### config.mk
export PLATFORM = sky130hd
export DESIGN_NAME = fetch_pipe_ctrl
export DESIGN_NICKNAME = d
export VERILOG_FILES = /design/src/rtl/y86_pkg.sv /design/src/rtl/pipe_reg.sv /design/src/rtl/fetch_pipe_ctrl.sv
export SDC_FILE = /design/constraint.sdc
export NUM_CORES = 1
export LEC_CHECK = 0
export ABC_AREA = 1
export BUFFER_PORTS_ARGS = -buffer_cell sky130_fd_sc_hd__buf_2
export CORE_AREA = 5 5 217 219
export DETAILED_ROUTE_END_ITERATION = 6
export DIE_AREA = 0 0 222 224
export HOLD_SLACK_MARGIN = 0.02
export SYNTH_ARGS = -nofsm -noshare
export SYNTH_HDL_FRONTEND = slang
export SYNTH_HIERARCHICAL = 1
export SYNTH_SLANG_ARGS = --single-unit
### constraint.sdc
create_clock -name clock -period 0.9 [get_ports clock]
set_input_delay 0.045 -clock clock [delete_from_list [all_inputs] [get_ports clock]]
set_output_delay 0.045 -clock clock [all_outputs]
set_load 0.01 [all_outputs]
### src/rtl/y86_pkg.sv
// y86_pkg: shared Y86 encodings used by the fetch/decode pipeline control.
//   icode constants HALT..POPQ, fetch status encodings, RNONE, and the
//   decode-register layout with its bubble value.
package y86_pkg;
  localparam logic [3:0] I_HALT   = 4'h0;
  localparam logic [3:0] I_NOP    = 4'h1;
  localparam logic [3:0] I_RRMOVQ = 4'h2;
  localparam logic [3:0] I_IRMOVQ = 4'h3;
  localparam logic [3:0] I_RMMOVQ = 4'h4;
  localparam logic [3:0] I_MRMOVQ = 4'h5;
  localparam logic [3:0] I_OPQ    = 4'h6;
  localparam logic [3:0] I_JXX    = 4'h7;
  localparam logic [3:0] I_CALL   = 4'h8;
  localparam logic [3:0] I_RET    = 4'h9;
  localparam logic [3:0] I_PUSHQ  = 4'hA;
  localparam logic [3:0] I_POPQ   = 4'hB;
  localparam logic [3:0] RNONE    = 4'hF;
  localparam logic [3:0] F_NONE   = 4'h0;
  typedef enum logic [1:0] {
    STAT_AOK = 2'b00,
    STAT_HLT = 2'b01,
    STAT_ADR = 2'b10,
    STAT_INS = 2'b11
  } stat_e;
  typedef struct packed {
    logic [3:0]  icode;
    logic [3:0]  ifun;
    logic [3:0]  ra;
    logic [3:0]  rb;
    logic [63:0] valc;
    logic [63:0] valp;
    logic [1:0]  stat;
  } d_reg_t;
  localparam int D_W = $bits(d_reg_t);
  localparam d_reg_t D_BUBBLE = '{
    icode: I_NOP, ifun: F_NONE, ra: RNONE, rb: RNONE,
    valc: 64'd0, valp: 64'd0, stat: STAT_AOK
  };
endpackage

### src/rtl/pipe_reg.sv
// pipe_reg: generic pipeline register with stall (hold) and bubble (load constant).
//   clock, reset_n : clock and async active-low reset (resets to BUBBLE)
//   i_stall        : hold current contents; overrides i_bubble
//   i_bubble       : load BUBBLE instead of i_d
//   i_d / o_q      : W-bit data in / registered data out
module pipe_reg #(
  parameter int W = 1,
  parameter logic [W-1:0] BUBBLE = '0
) (
  input  logic         clock,
  input  logic         reset_n,
  input  logic         i_stall,
  input  logic         i_bubble,
  input  logic [W-1:0] i_d,
  output logic [W-1:0] o_q
);
  logic [W-1:0] r_q;
  always_ff @(posedge clock or negedge reset_n)
    if (!reset_n) r_q <= BUBBLE;
    else if (!i_stall) r_q <= i_bubble ? BUBBLE : i_d;
  assign o_q = r_q;
endmodule

### src/rtl/fetch_pipe_ctrl.sv
// fetch_pipe_ctrl: Y86 fetch PC selection, PC prediction and decode pipeline register.
//   clock, reset_n                    : clock, async active-low reset
//   f_icode/f_ifun/f_rA/f_rB/f_valC/f_valP/f_stat : fetch-stage fields
//   F_stall, D_stall, D_bubble        : hazard-unit controls
//   M_icode, M_Cnd, M_valA            : memory-stage branch resolution
//   W_icode, W_valM                   : write-back return address
//   PC                                : selected fetch address (combinational)
//   F_predPC                          : registered predicted PC
//   D_*                               : decode pipeline register outputs
//   f_locked                          : halt lock; only built with FETCH_HALT_LOCK_EN
module fetch_pipe_ctrl
  import y86_pkg::*;
(
  input  logic        clock,
  input  logic        reset_n,
  input  logic [3:0]  f_icode,
  input  logic [3:0]  f_ifun,
  input  logic [3:0]  f_rA,
  input  logic [3:0]  f_rB,
  input  logic [63:0] f_valC,
  input  logic [63:0] f_valP,
  input  logic [1:0]  f_stat,
  input  logic        F_stall,
  input  logic        D_stall,
  input  logic        D_bubble,
  input  logic [3:0]  M_icode,
  input  logic        M_Cnd,
  input  logic [63:0] M_valA,
  input  logic [3:0]  W_icode,
  input  logic [63:0] W_valM,
  output logic [63:0] PC,
  output logic [63:0] F_predPC,
  output logic [3:0]  D_icode,
  output logic [3:0]  D_ifun,
  output logic [3:0]  D_rA,
  output logic [3:0]  D_rB,
  output logic [63:0] D_valC,
  output logic [63:0] D_valP,
  output logic [1:0]  D_stat,
  output logic        f_locked
);
  logic        w_mispred;
  logic        w_ret;
  logic [63:0] w_pred_next;
  logic [63:0] r_pred_pc;
  d_reg_t      w_d_in;
  d_reg_t      w_d_q;
  // a not-taken jump reaching memory means the prediction was wrong; it outranks ret
  assign w_mispred   = (M_icode == I_JXX) && !M_Cnd;
  assign w_ret       = W_icode == I_RET;
  assign PC          = w_mispred ? M_valA : w_ret ? W_valM : r_pred_pc;
  assign w_pred_next = (f_icode == I_JXX || f_icode == I_CALL) ? f_valC : f_valP;
  assign F_predPC    = r_pred_pc;
`ifdef FETCH_HALT_LOCK_EN
  logic r_locked;
  // the lock arms only when a non-AOK status actually enters D, and a mispredict
  // both releases it and lets the redirected prediction load on the same edge
  always_ff @(posedge clock or negedge reset_n)
    if (!reset_n) begin
      r_pred_pc <= 64'd0;
      r_locked  <= 1'b0;
    end else begin
      if (!F_stall && (!r_locked || w_mispred)) r_pred_pc <= w_pred_next;
      if (w_mispred) r_locked <= 1'b0;
      else if (!D_stall && !D_bubble && f_stat != STAT_AOK) r_locked <= 1'b1;
    end
  assign f_locked = r_locked;
`else
  always_ff @(posedge clock or negedge reset_n)
    if (!reset_n) r_pred_pc <= 64'd0;
    else if (!F_stall) r_pred_pc <= w_pred_next;
  assign f_locked = 1'b0;
`endif
  assign w_d_in = '{
    icode: f_icode, ifun: f_ifun, ra: f_rA, rb: f_rB,
    valc: f_valC, valp: f_valP, stat: f_stat
  };
  pipe_reg #(.W(D_W), .BUBBLE(D_BUBBLE)) u_d_reg (
    .clock   (clock),
    .reset_n (reset_n),
    .i_stall (D_stall),
    .i_bubble(D_bubble),
    .i_d     (w_d_in),
    .o_q     (w_d_q)
  );
  assign D_icode = w_d_q.icode;
  assign D_ifun  = w_d_q.ifun;
  assign D_rA    = w_d_q.ra;
  assign D_rB    = w_d_q.rb;
  assign D_valC  = w_d_q.valc;
  assign D_valP  = w_d_q.valp;
  assign D_stat  = w_d_q.stat;
endmodule

==> flow_metrics.tcl <==
set metrics [dict create \
    synthTopCellsByArea "dfrtp_1 44%, nand2_1 29%, nand3_1 8.5%, nand3_2 5.2%, inv_1 4.4%" \
    synth-xor-area-share_pct 0 \
    areaGrowthSynthToFinish_pct 76.8 \
    first_pass_iters 7 \
    antenna_left 0 \
    coreArea_sq_um 44900 \
    cts_tree "done" \
    yosys.area_share.simple_pct 43.0 \
    hold_viol 0 \
    place_area_sq_um 15500 \
    maxClockFrequency_mhz 684 \
    skew_ns 0 \
    die_y_microns 224 \
    drv_slew 0 \
    power_density_nw_per_um2 1580 \
    syn-cell-area_sq_um 11500 \
    min_period_ns 1.46 \
    grt_pass1_vias 14534 \
    cts_buffers 26 \
    avgViaCountPerCell 4.64 \
    layout-drive-gt1-share_pct 38.4 \
    worst_setup_path_end_kind "output port" \
    gp_congestion 0.929 \
    cp.arrival_ns 1.42 \
    worstSetupPathType "reg -> out" \
    cp_max_fo 2 \
    grt_setup_unrepaired "yes" \
    synthAdderAreaFrac_pct 0 \
    die_area_sq_um 49700 \
    antenna_found_initial 5 \
    seq_area_frac_synth_pct 45.7 \
    reg2reg_depth 6 \
    r2r_end "F_predPC[21]" \
    fin_nets 2779 \
    p_leak_nw 11.7 \
    grt-ovfl-total 0 \
    drv_cap 0 \
    synth_seq_cells 210 \
    fin_area_sq_um 20400 \
    cts_sinks 210 \
    portBuffers 561 \
    yosysWarnings 6 \
    h-tree-depth 1 \
    synthCells 1610 \
    grt_max_degree 59 \
    min_path_type "in -> async" \
    place_hpwl_mm 40.1 \
    io_pins 563 \
    synth_top_family_by_area "simple AND/OR/NAND/NOR gates" \
    use_met3_pct 4.40 \
    grt_busiest_layer "met2" \
    grt_pass1_wl_mm 83.7 \
    post-route-period-util_pct 163 \
    routed_wirelength_mm 56.8 \
    outcome "finished with violations" \
    die_w_microns 222 \
    finalSetupTns_ns -82.09 \
    place_ws_ns -0.283 \
    use_met1_pct 26.1 \
    clockBufferDepth 3 \
    row_count 78 \
    muxShareOfSynthArea_pct 0 \
    wire_per_inst_microns 18.3 \
    root_buffer "clkbuf_16" \
    clk_latency_ns 0.54 \
    ir_worst_vdd_v 0.00113 \
    synth_nets 1898 \
    r2r-start "F_predPC[21]" \
    critPathLaunchType "flop" \
    critPathRequiredTime_ns 0.85 \
    synth_top_area_cell "dfrtp_1" \
    drtIter0Drc 1050 \
    setup_viol 318 \
    num_vias 14423 \
    syn_avg_cell_area_sq_um 7.17 \
    drc 2 \
    violations "design-rule violations, negative setup slack" \
    yosysUniqueCellTypes 19 \
    r2r_setup_slack_ns -0.12 \
    initial_core_util_pct 25.7 \
    setup.worst_path.end "PC[61]" \
    synth_compound_area_share_pct 0.390 \
    cp-startpoint "F_predPC[61]" \
    fin_ws_ns -0.563 \
    grt_usage_pct 20.9 \
    synth_top_area_share_pct 43.6 \
    clk_pin_slew_ns 0.06 \
    met2_usage_pct 35.8 \
]
[state kept, by name, indices dropped and copies added, names as in the netlist]
signal       flops
F_predPC        64
u_d_reg/o_q    146
[worst min path at each step]
stage	endpoint	slack, ns	cells after the start
2_1_floorplan	F_predPC[0]	-0.25	0
3_3_place_gp	u_d_reg/o_q[113]	-0.03	1
3_5_place_dp	u_d_reg/o_q[113]	-0.03	1
4_1_cts	u_d_reg/o_q[129]	-0.007	2
5_1_grt	u_d_reg/o_q[129]	0.03	2
6_report	u_d_reg/o_q[113]	0.005	2
[placed cells by master, fill, tap and decap left out, types with 5 or more instances in the layout]
cell,instances
bufinv_16,5
nand2_2,28
nand3_1,196
clkbuf_8,7
buf_4,144
clkbuf_1,5
dfstp_2,9
buf_12,27
dlygate4sd3_1,152
inv_1,134
nand3_2,60
nand2_1,857
buf_6,221
clkbuf_16,30
o21ai_0,9
dfrtp_2,11
dfrtp_1,190
buf_2,410
[per-layer routing]
metal,wire length [microns],up-vias
li1,-,6664
met1,22300,6828
met2,27400,772
met3,4770,155
met4,2280,4
met5,27,-
[synth_stat cells (all sizes together)]
cell type,number
nand3,256
o21ai,9
clkbuf,7
buf,99
dfstp,9
inv,136
nor2,4
dfrtp,201
conb,1
nand2,888
[area by class of cell]
cell class	count	area [sq um]
Fill cell	4330	24500
Timing Repair Buffer	959	7790
Sequential cell	210	5280
Multi-Input combinational cell	1158	5100
Clock buffer	39	791
Tap cell	600	751
Inverter	136	510
Clock inverter	8	171
Antenna cell	1	2.50
[per-stage QoR]
step | utilization, % | instances | total power [mW] | hold WS [ns]
2_1_floorplan | - | 1610 | 14.1 | -0.251
3_5_place_dp | 34.6 | 2773 | 17.8 | -0.0284
5_1_grt | 45.4 | 3111 | 33.6 | 0.0256
3_3_place_gp | 34.6 | 2773 | 17.7 | -0.0315
6_report | 45.4 | 3111 | 32.2 | 0.00547
4_1_cts | 44.1 | 3070 | 31.8 | -0.00716
[kinds of logic (layout without fill, tap and decap cells)]
group,Yosys count,after routing
buffers and inverters,242,1142
AND/OR/NAND/NOR,1148,1148
AO/OA/AOI/OAI,9,9
other,1,2
flip-flops,210,210
[timing repair]
action	CTS	global route
gates cloned	0	3
pin swaps	66	31
hold buffers	158	2
resized for setup	229	84
hold endpoints to repair	420	10
buffers inserted	93	73
endpoints found under the setup margin	275	427
[critical path, cell delays in order, from the launching register on]
cell,delay (ns)
dfrtp_2,0.47
nand2_2,0.10
nand2_2,0.05
nand2_2,0.06
nand2_1,0.06
buf_2,0.14
[where the power goes]
part / switching, mW / internal, mW / leakage [nW]
clock: 4.25 / 7.48 / 0.468
combinational: 4.63 / 4.78 / 8.62
sequential: 0.760 / 10.3 / 2.64
No activity file was read; power rests on OpenSTA's default activity.
